===== src/rtl/custom_axi_ip_engine_if.sv =====
// Status package and lane-engine bus interface; the engine takes the slave modport,
// the register side drives it through the master modport.
package custom_axi_ip_pkg;
    typedef enum logic [1:0] {
        StatusIdle  = 2'd0,
        StatusBusy  = 2'd1,
        StatusDone  = 2'd2,
        StatusError = 2'd3
    } status_e;
endpackage

interface custom_axi_ip_engine_if #(
    parameter int unsigned DATA_WIDTH = 32,
    parameter int unsigned NUM_LANES  = 2,
    parameter int unsigned ITER_W     = 8
) ();
    import custom_axi_ip_pkg::*;

    logic [NUM_LANES*DATA_WIDTH-1:0] ipreg_data_i;
    logic [DATA_WIDTH-1:0]           ipreg_step_i;
    logic [ITER_W-1:0]               ipreg_iter_i;
    logic                            enable_i;
    logic                            abort_i;
    logic [NUM_LANES*DATA_WIDTH-1:0] ipreg_data_o;
    logic                            wen_o;
    status_e                         status_o;
    logic                            busy_o;
    logic [NUM_LANES-1:0]            ovf_o;

    modport slave (
        input  ipreg_data_i, ipreg_step_i, ipreg_iter_i, enable_i, abort_i,
        output ipreg_data_o, wen_o, status_o, busy_o, ovf_o
    );

    modport master (
        output ipreg_data_i, ipreg_step_i, ipreg_iter_i, enable_i, abort_i,
        input  ipreg_data_o, wen_o, status_o, busy_o, ovf_o
    );
endinterface


===== src/rtl/custom_axi_ip_engine.sv =====
// Multi-lane iterative adder: adds a common step to every lane for a programmed number of
// iterations and writes back once. Define CUSTOM_AXI_IP_SATURATE_EN to clamp lanes on carry-out.
module custom_axi_ip_engine
    import custom_axi_ip_pkg::*;
#(
    parameter int unsigned DATA_WIDTH = 32,
    parameter int unsigned NUM_LANES  = 2,
    parameter int unsigned ITER_W     = 8
) (
    input  logic clk_i,
    input  logic rst_ni,
    custom_axi_ip_engine_if.slave bus
);

    status_e                         state_q;
    logic [NUM_LANES*DATA_WIDTH-1:0] lane_q;
    logic [DATA_WIDTH-1:0]           step_q;
    logic [ITER_W-1:0]               cnt_q;
    logic [NUM_LANES*DATA_WIDTH-1:0] data_q;
    logic                            wen_q;
    logic [NUM_LANES-1:0]            ovf_q;

    logic [DATA_WIDTH:0]             ext [NUM_LANES];
    logic [NUM_LANES*DATA_WIDTH-1:0] lane_d;
    logic [NUM_LANES-1:0]            carry;

    always_comb begin
        lane_d = '0;
        carry  = '0;
        for (int l = 0; l < NUM_LANES; l++) begin
            ext[l]   = {1'b0, lane_q[l*DATA_WIDTH +: DATA_WIDTH]} + {1'b0, step_q};
            carry[l] = ext[l][DATA_WIDTH];
`ifdef CUSTOM_AXI_IP_SATURATE_EN
            // A clamped lane carries again on any non-zero step, so it stays clamped.
            lane_d[l*DATA_WIDTH +: DATA_WIDTH] = carry[l] ? {DATA_WIDTH{1'b1}}
                                                          : ext[l][DATA_WIDTH-1:0];
`else
            lane_d[l*DATA_WIDTH +: DATA_WIDTH] = ext[l][DATA_WIDTH-1:0];
`endif
        end
    end

    always_ff @(posedge clk_i or negedge rst_ni) begin
        if (!rst_ni) begin
            state_q <= StatusIdle;
            lane_q  <= '0;
            step_q  <= '0;
            cnt_q   <= '0;
            data_q  <= '0;
            wen_q   <= 1'b0;
            ovf_q   <= '0;
        end else begin
            wen_q <= 1'b0;
            case (state_q)
                StatusIdle: begin
                    if (bus.enable_i) begin
                        lane_q  <= bus.ipreg_data_i;
                        step_q  <= bus.ipreg_step_i;
                        cnt_q   <= bus.ipreg_iter_i;
                        ovf_q   <= '0;
                        state_q <= (bus.ipreg_iter_i == '0) ? StatusError : StatusBusy;
                    end
                end
                StatusBusy: begin
                    // Abort discards this cycle's add, including the final one.
                    if (bus.abort_i) begin
                        state_q <= StatusError;
                    end else begin
                        lane_q <= lane_d;
                        ovf_q  <= ovf_q | carry;
                        cnt_q  <= cnt_q - ITER_W'(1);
                        if (cnt_q == ITER_W'(1)) begin
                            state_q <= StatusDone;
                            wen_q   <= 1'b1;
                            data_q  <= lane_d;
                        end
                    end
                end
                StatusDone:  state_q <= StatusIdle;
                StatusError: state_q <= StatusIdle;
                default:     state_q <= StatusError;
            endcase
        end
    end

    assign bus.status_o     = state_q;
    assign bus.busy_o       = (state_q == StatusBusy);
    assign bus.wen_o        = wen_q;
    assign bus.ipreg_data_o = data_q;
    assign bus.ovf_o        = ovf_q;

endmodule

===== src/flat_wrapper.sv =====
// flat-port wrapper written by rule: the top's interface ports become plain ports
module custom_axi_ip_engine_flat import custom_axi_ip_pkg::*;
#(
    parameter int unsigned DATA_WIDTH = 32,
    parameter int unsigned NUM_LANES  = 2,
    parameter int unsigned ITER_W     = 8
)
  (clk_i, rst_ni, bus_ipreg_data_i, bus_ipreg_step_i, bus_ipreg_iter_i, bus_enable_i, bus_abort_i, bus_ipreg_data_o, bus_wen_o, bus_status_o, bus_busy_o, bus_ovf_o);
  custom_axi_ip_engine_if #(.DATA_WIDTH(DATA_WIDTH), .NUM_LANES(NUM_LANES), .ITER_W(ITER_W)) bus_i ();
  input  logic clk_i;
  input  logic rst_ni;
  input wire logic [$bits(bus_i.ipreg_data_i)-1:0] bus_ipreg_data_i;
  input wire logic [$bits(bus_i.ipreg_step_i)-1:0] bus_ipreg_step_i;
  input wire logic [$bits(bus_i.ipreg_iter_i)-1:0] bus_ipreg_iter_i;
  input wire logic [$bits(bus_i.enable_i)-1:0] bus_enable_i;
  input wire logic [$bits(bus_i.abort_i)-1:0] bus_abort_i;
  output wire logic [$bits(bus_i.ipreg_data_o)-1:0] bus_ipreg_data_o;
  output wire logic [$bits(bus_i.wen_o)-1:0] bus_wen_o;
  output wire logic [$bits(bus_i.status_o)-1:0] bus_status_o;
  output wire logic [$bits(bus_i.busy_o)-1:0] bus_busy_o;
  output wire logic [$bits(bus_i.ovf_o)-1:0] bus_ovf_o;
  assign bus_i.ipreg_data_i = bus_ipreg_data_i;
  assign bus_i.ipreg_step_i = bus_ipreg_step_i;
  assign bus_i.ipreg_iter_i = bus_ipreg_iter_i;
  assign bus_i.enable_i = bus_enable_i;
  assign bus_i.abort_i = bus_abort_i;
  assign bus_ipreg_data_o = bus_i.ipreg_data_o;
  assign bus_wen_o = bus_i.wen_o;
  assign bus_status_o = bus_i.status_o;
  assign bus_busy_o = bus_i.busy_o;
  assign bus_ovf_o = bus_i.ovf_o;
  custom_axi_ip_engine #(.DATA_WIDTH(DATA_WIDTH), .NUM_LANES(NUM_LANES), .ITER_W(ITER_W)) u_core (.clk_i(clk_i), .rst_ni(rst_ni), .bus(bus_i));
endmodule

===== config.mk =====
export PLATFORM = sky130hd
export DESIGN_NAME = custom_axi_ip_engine_flat
export DESIGN_NICKNAME = d
export VERILOG_FILES = /design/src/rtl/custom_axi_ip_engine_if.sv /design/src/rtl/custom_axi_ip_engine.sv /design/src/flat_wrapper.sv
export SDC_FILE = /design/constraint.sdc
export NUM_CORES = 1
export LEC_CHECK = 0
export CORE_MARGIN = 8
export CORE_UTILIZATION = 50
export DETAILED_ROUTE_END_ITERATION = 7
export PLACE_DENSITY = 0.73
export SLEW_MARGIN = 40
export SYNTH_ARGS = -nofsm -noshare
export SYNTH_HDL_FRONTEND = slang
export SYNTH_SLANG_ARGS = --single-unit

===== constraint.sdc =====
create_clock -name clk_i -period 3.8 [get_ports clk_i]
set_input_delay 0.95 -clock clk_i [delete_from_list [all_inputs] [get_ports clk_i]]
set_output_delay 0.95 -clock clk_i [all_outputs]
set_load 0.02 [all_outputs]

==> run metrics <==
total DRC errors in the routed layout 0; routed vias 9387; outcome completed; number of enable flip-flop cells after synthesis 0; largest net degree at the start of global routing 88; Starting Density 0.507; fraction of the yosys area taken by sequential cells 0.425; max-cap violation count 0; buffer levels on the longest clock path 2; crit path time final 3.27 ns; H-tree levels 4; clock transition at the registers of the reported paths around 0.07 ns; number of buffers inserted by hold repair at cts 0; initial drt markers 546; DP HPWL 22600 um; area of the die 25200 um^2; vias in the first global route 9464; hold path startpoint u_core.bus.ipreg_data_o[0]; area of all placed cells without fillers 12900 um^2; type of destination of the critical path flip-flop; library cell with the largest summed area after synthesis sky130_fd_sc_hd__dfrtp_1; WP buf/inv 1; transition time at the pin with the least slew margin 0.709 ns; total clock sinks 173; post-synthesis net count approximately 1400; worst setup path class flip-flop to flip-flop; Clk Latency, worst-skew pair 0.44 ns; synthesized area 10200 um^2; Post-DRT Antenna Nets 0; FF-to-FF Start u_core.step_q[1]; ranking of synthesized cells by instance count sky130_fd_sc_hd__nand2_1 (294), sky130_fd_sc_hd__dfrtp_1 (173), sky130_fd_sc_hd__a21oi_1 (92), sky130_fd_sc_hd__o21ai_0 (79), sky130_fd_sc_hd__nor2_1 (78); nature of the critical path startpoint flip-flop; # rows 52; instance area after placement 12300 um^2; worst vdd rail ir drop ~0.52 mV; grt total ovfl 0; Final Max Tran Viols 0; Yosys top cell area share 0.425; biggest area contributors in the synthesized netlist sky130_fd_sc_hd__dfrtp_1 (42%), sky130_fd_sc_hd__nand2_1 (11%), sky130_fd_sc_hd__ha_1 (8.1%); Async S/R FF share, synth 1.00; Port Buf Inserts ~180; initial antenna violation count 0; number of diodes added for antenna fixing 0; worst hold path cell count 2; post-CTS setup-driven buffer insertion count 0; post-cts sizing count 0; setup-violating endpoint count in the final report 0; Worst R2R Setup Slack 0.53 ns; gp weighted congestion roughly 0.88; final count of hold timing violations 0; DIE WIDTH around 160 um; dominant cell by count in the synthesized netlist sky130_fd_sc_hd__nand2_1; first-pass iteration count of the detailed router 5; Worst Hold End u_core.bus.ipreg_data_o[0]; headroom to the max-slew limit 0.525; Crit Reg-Reg Endpoint u_core.bus.ipreg_data_o[63]; Pleak 6.02 nW; Core Box Area 20100 um^2; count of distinct cell types in the synthesized netlist 60; Syn-to-layout area delta 26.6%; data required time at the worst endpoint 4.11 ns; worst-path cell chain ha_1 -> a21oi_1 -> nor2_1 -> or3_1 -> a31oi_1 -> a211oi_1 -> a221oi_1 -> buf_4 -> mux2i_1 -> o211ai_1; average instance area after synthesis 8.59 um^2; proportion of layout cells with a drive suffix above 1 0.0581; TritonCTS Buffers 17; crit-path max FO 5; worst clock skew 0.0111 ns; family of cells with the greatest summed delay on the critical path compound AO/OA/AOI/OAI gates; Largest stage delay, worst path 0.51 ns; final wirelength approximately 31000 um; RSZ-0062 raised after global routing no; synthesized instance count 1187; total routing usage reported by global routing 0.244; achievable clock frequency 306 MHz; vertical extent of the die about 160 um; Overall Power 14.0 mW; number of register bits inferred by synthesis 173; routed len/inst 18.8 um; Root Buffer sky130_fd_sc_hd__clkbuf_16; launch point of the worst path u_core.step_q[1]; slowest stage cell on the critical path sky130_fd_sc_hd__or3_1; total negative setup slack 0 ns; Top-Level Pins around 180; count of warnings emitted by yosys 0; most instantiated flip-flop cell in the synthesis netlist sky130_fd_sc_hd__dfrtp_1; post-layout util 0.642; via/cell ratio 5.76; Final #Nets roughly 1500; power density relative to cell area 1080 nW/um^2; critical path arrival 3.58 ns; portion of the clock cycle consumed by the worst path in the final layout 0.860; number of cells on the worst reg-to-reg path 10; TritonCTS clock tree built; first-pass GRT wire length 50500 um; type of the tightest min-delay check flip-flop to flip-flop
==> tightest hold or removal path: stages (launching register included) <==
cell	delay [ns]
sky130_fd_sc_hd__dfrtp_1	0.35
sky130_fd_sc_hd__nand2_1	0.05
sky130_fd_sc_hd__nand2_1	0.05
==> cell families (layout without fill, tap and decap cells) <==
kind of cell,after synthesis,count (layout),share of synthesized area
AO/OA/AOI/OAI,331,331,0.202
XOR/XNOR,53,53,0.0455
adder cells (fa/ha/maj),68,68,0.0850
buffers and inverters,72,245,0.0270
flip-flops,173,173,0.425
multiplexers,20,20,0.0212
AND/OR/NAND/NOR,470,470,0.194
==> area by class of cell <==
cell class / instances / area [um^2]
clock buffers: 21 / 480
clock inverters: 11 / 133
fillers: 1695 / 7200
inverters: 17 / 63.8
multi-input cells: 942 / 5610
flip-flops and latches: 173 / 4330
well taps: 270 / 338
repair buffers: 196 / 1940
==> worst max-delay path by stage <==
| stage | cells past startpoint | to | slack (ns) |
|---|---|---|---|
| floorplan | 9 | u_core.bus.ipreg_data_o[31] | 1.08 |
| global placement | 10 | u_core.bus.ipreg_data_o[63] | 0.66 |
| detailed placement | 5 | u_core.bus.ipreg_data_o[14] | 0.62 |
| CTS | 3 | bus_busy_o | 0.55 |
| global route | 11 | u_core.bus.ovf_o[0] | 0.41 |
| finish | 10 | u_core.bus.ipreg_data_o[63] | 0.53 |
==> through the flow <==
stage	setup slack (ns)	instances	hold WS, ns
6_report	0.531	1630	0.477
5_1_grt	0.412	1630	0.501
4_1_cts	0.547	1630	0.480
3_5_place_dp	0.619	1598	0.463
3_3_place_gp	0.663	1598	0.460
2_1_floorplan	1.08	1187	0.450
==> cells in the final DEF (no fill, tap or decap), types with 9 or more instances in the layout <==
| master | Yosys | layout |
|---|---|---|
| sky130_fd_sc_hd__a21o_1 | 37 | 37 |
| sky130_fd_sc_hd__a21oi_1 | 92 | 92 |
| sky130_fd_sc_hd__a22oi_1 | 9 | 9 |
| sky130_fd_sc_hd__a31oi_1 | 36 | 36 |
| sky130_fd_sc_hd__and3_1 | 13 | 13 |
| sky130_fd_sc_hd__buf_4 | 0 | 17 |
| sky130_fd_sc_hd__clkbuf_16 | 0 | 17 |
| sky130_fd_sc_hd__clkdlybuf4s50_1 | 0 | 176 |
| sky130_fd_sc_hd__dfrtp_1 | 173 | 173 |
| sky130_fd_sc_hd__ha_1 | 66 | 66 |
| sky130_fd_sc_hd__inv_1 | 16 | 16 |
| sky130_fd_sc_hd__mux2_2 | 13 | 13 |
| sky130_fd_sc_hd__nand2_1 | 294 | 293 |
| sky130_fd_sc_hd__nand3_1 | 24 | 23 |
| sky130_fd_sc_hd__nor2_1 | 78 | 77 |
| sky130_fd_sc_hd__nor3_1 | 15 | 15 |
| sky130_fd_sc_hd__o21ai_0 | 79 | 79 |
| sky130_fd_sc_hd__or3_1 | 9 | 9 |
| sky130_fd_sc_hd__xnor2_1 | 37 | 37 |
| sky130_fd_sc_hd__xor2_1 | 16 | 16 |
==> flip-flops by register name, summed over array words and instances (netlist names) <==
register	flops
u_core.step_q	32
u_core.cnt_q	8
u_core.bus.status_o	2
u_core.bus.ipreg_data_o	64
u_core.bus.ovf_o	2
u_core.bus.wen_o	1
u_core.lane_q	64
==> routing by layer <==
| layer | up-vias | share of wire | track usage |
|---|---|---|---|
| li1 | 4488 | - | - |
| met1 | 4528 | 0.44 | 0.322 |
| met2 | 319 | 0.47 | 0.393 |
| met3 | 52 | 0.057 | 0.0509 |
| met4 | 0 | 0.027 | 0.0835 |
| met5 | - | 0 | 0 |
==> power breakdown <==
part | total [mW] | internal, mW | switching, mW
registers | 3.33 | 2.68 | 0.650
clock network | 1.83 | 1.05 | 0.786
logic | 8.81 | 3.62 | 5.20
total | 14.0 | 7.35 | 6.63
Note: power is estimated with default switching activity, not from simulation.
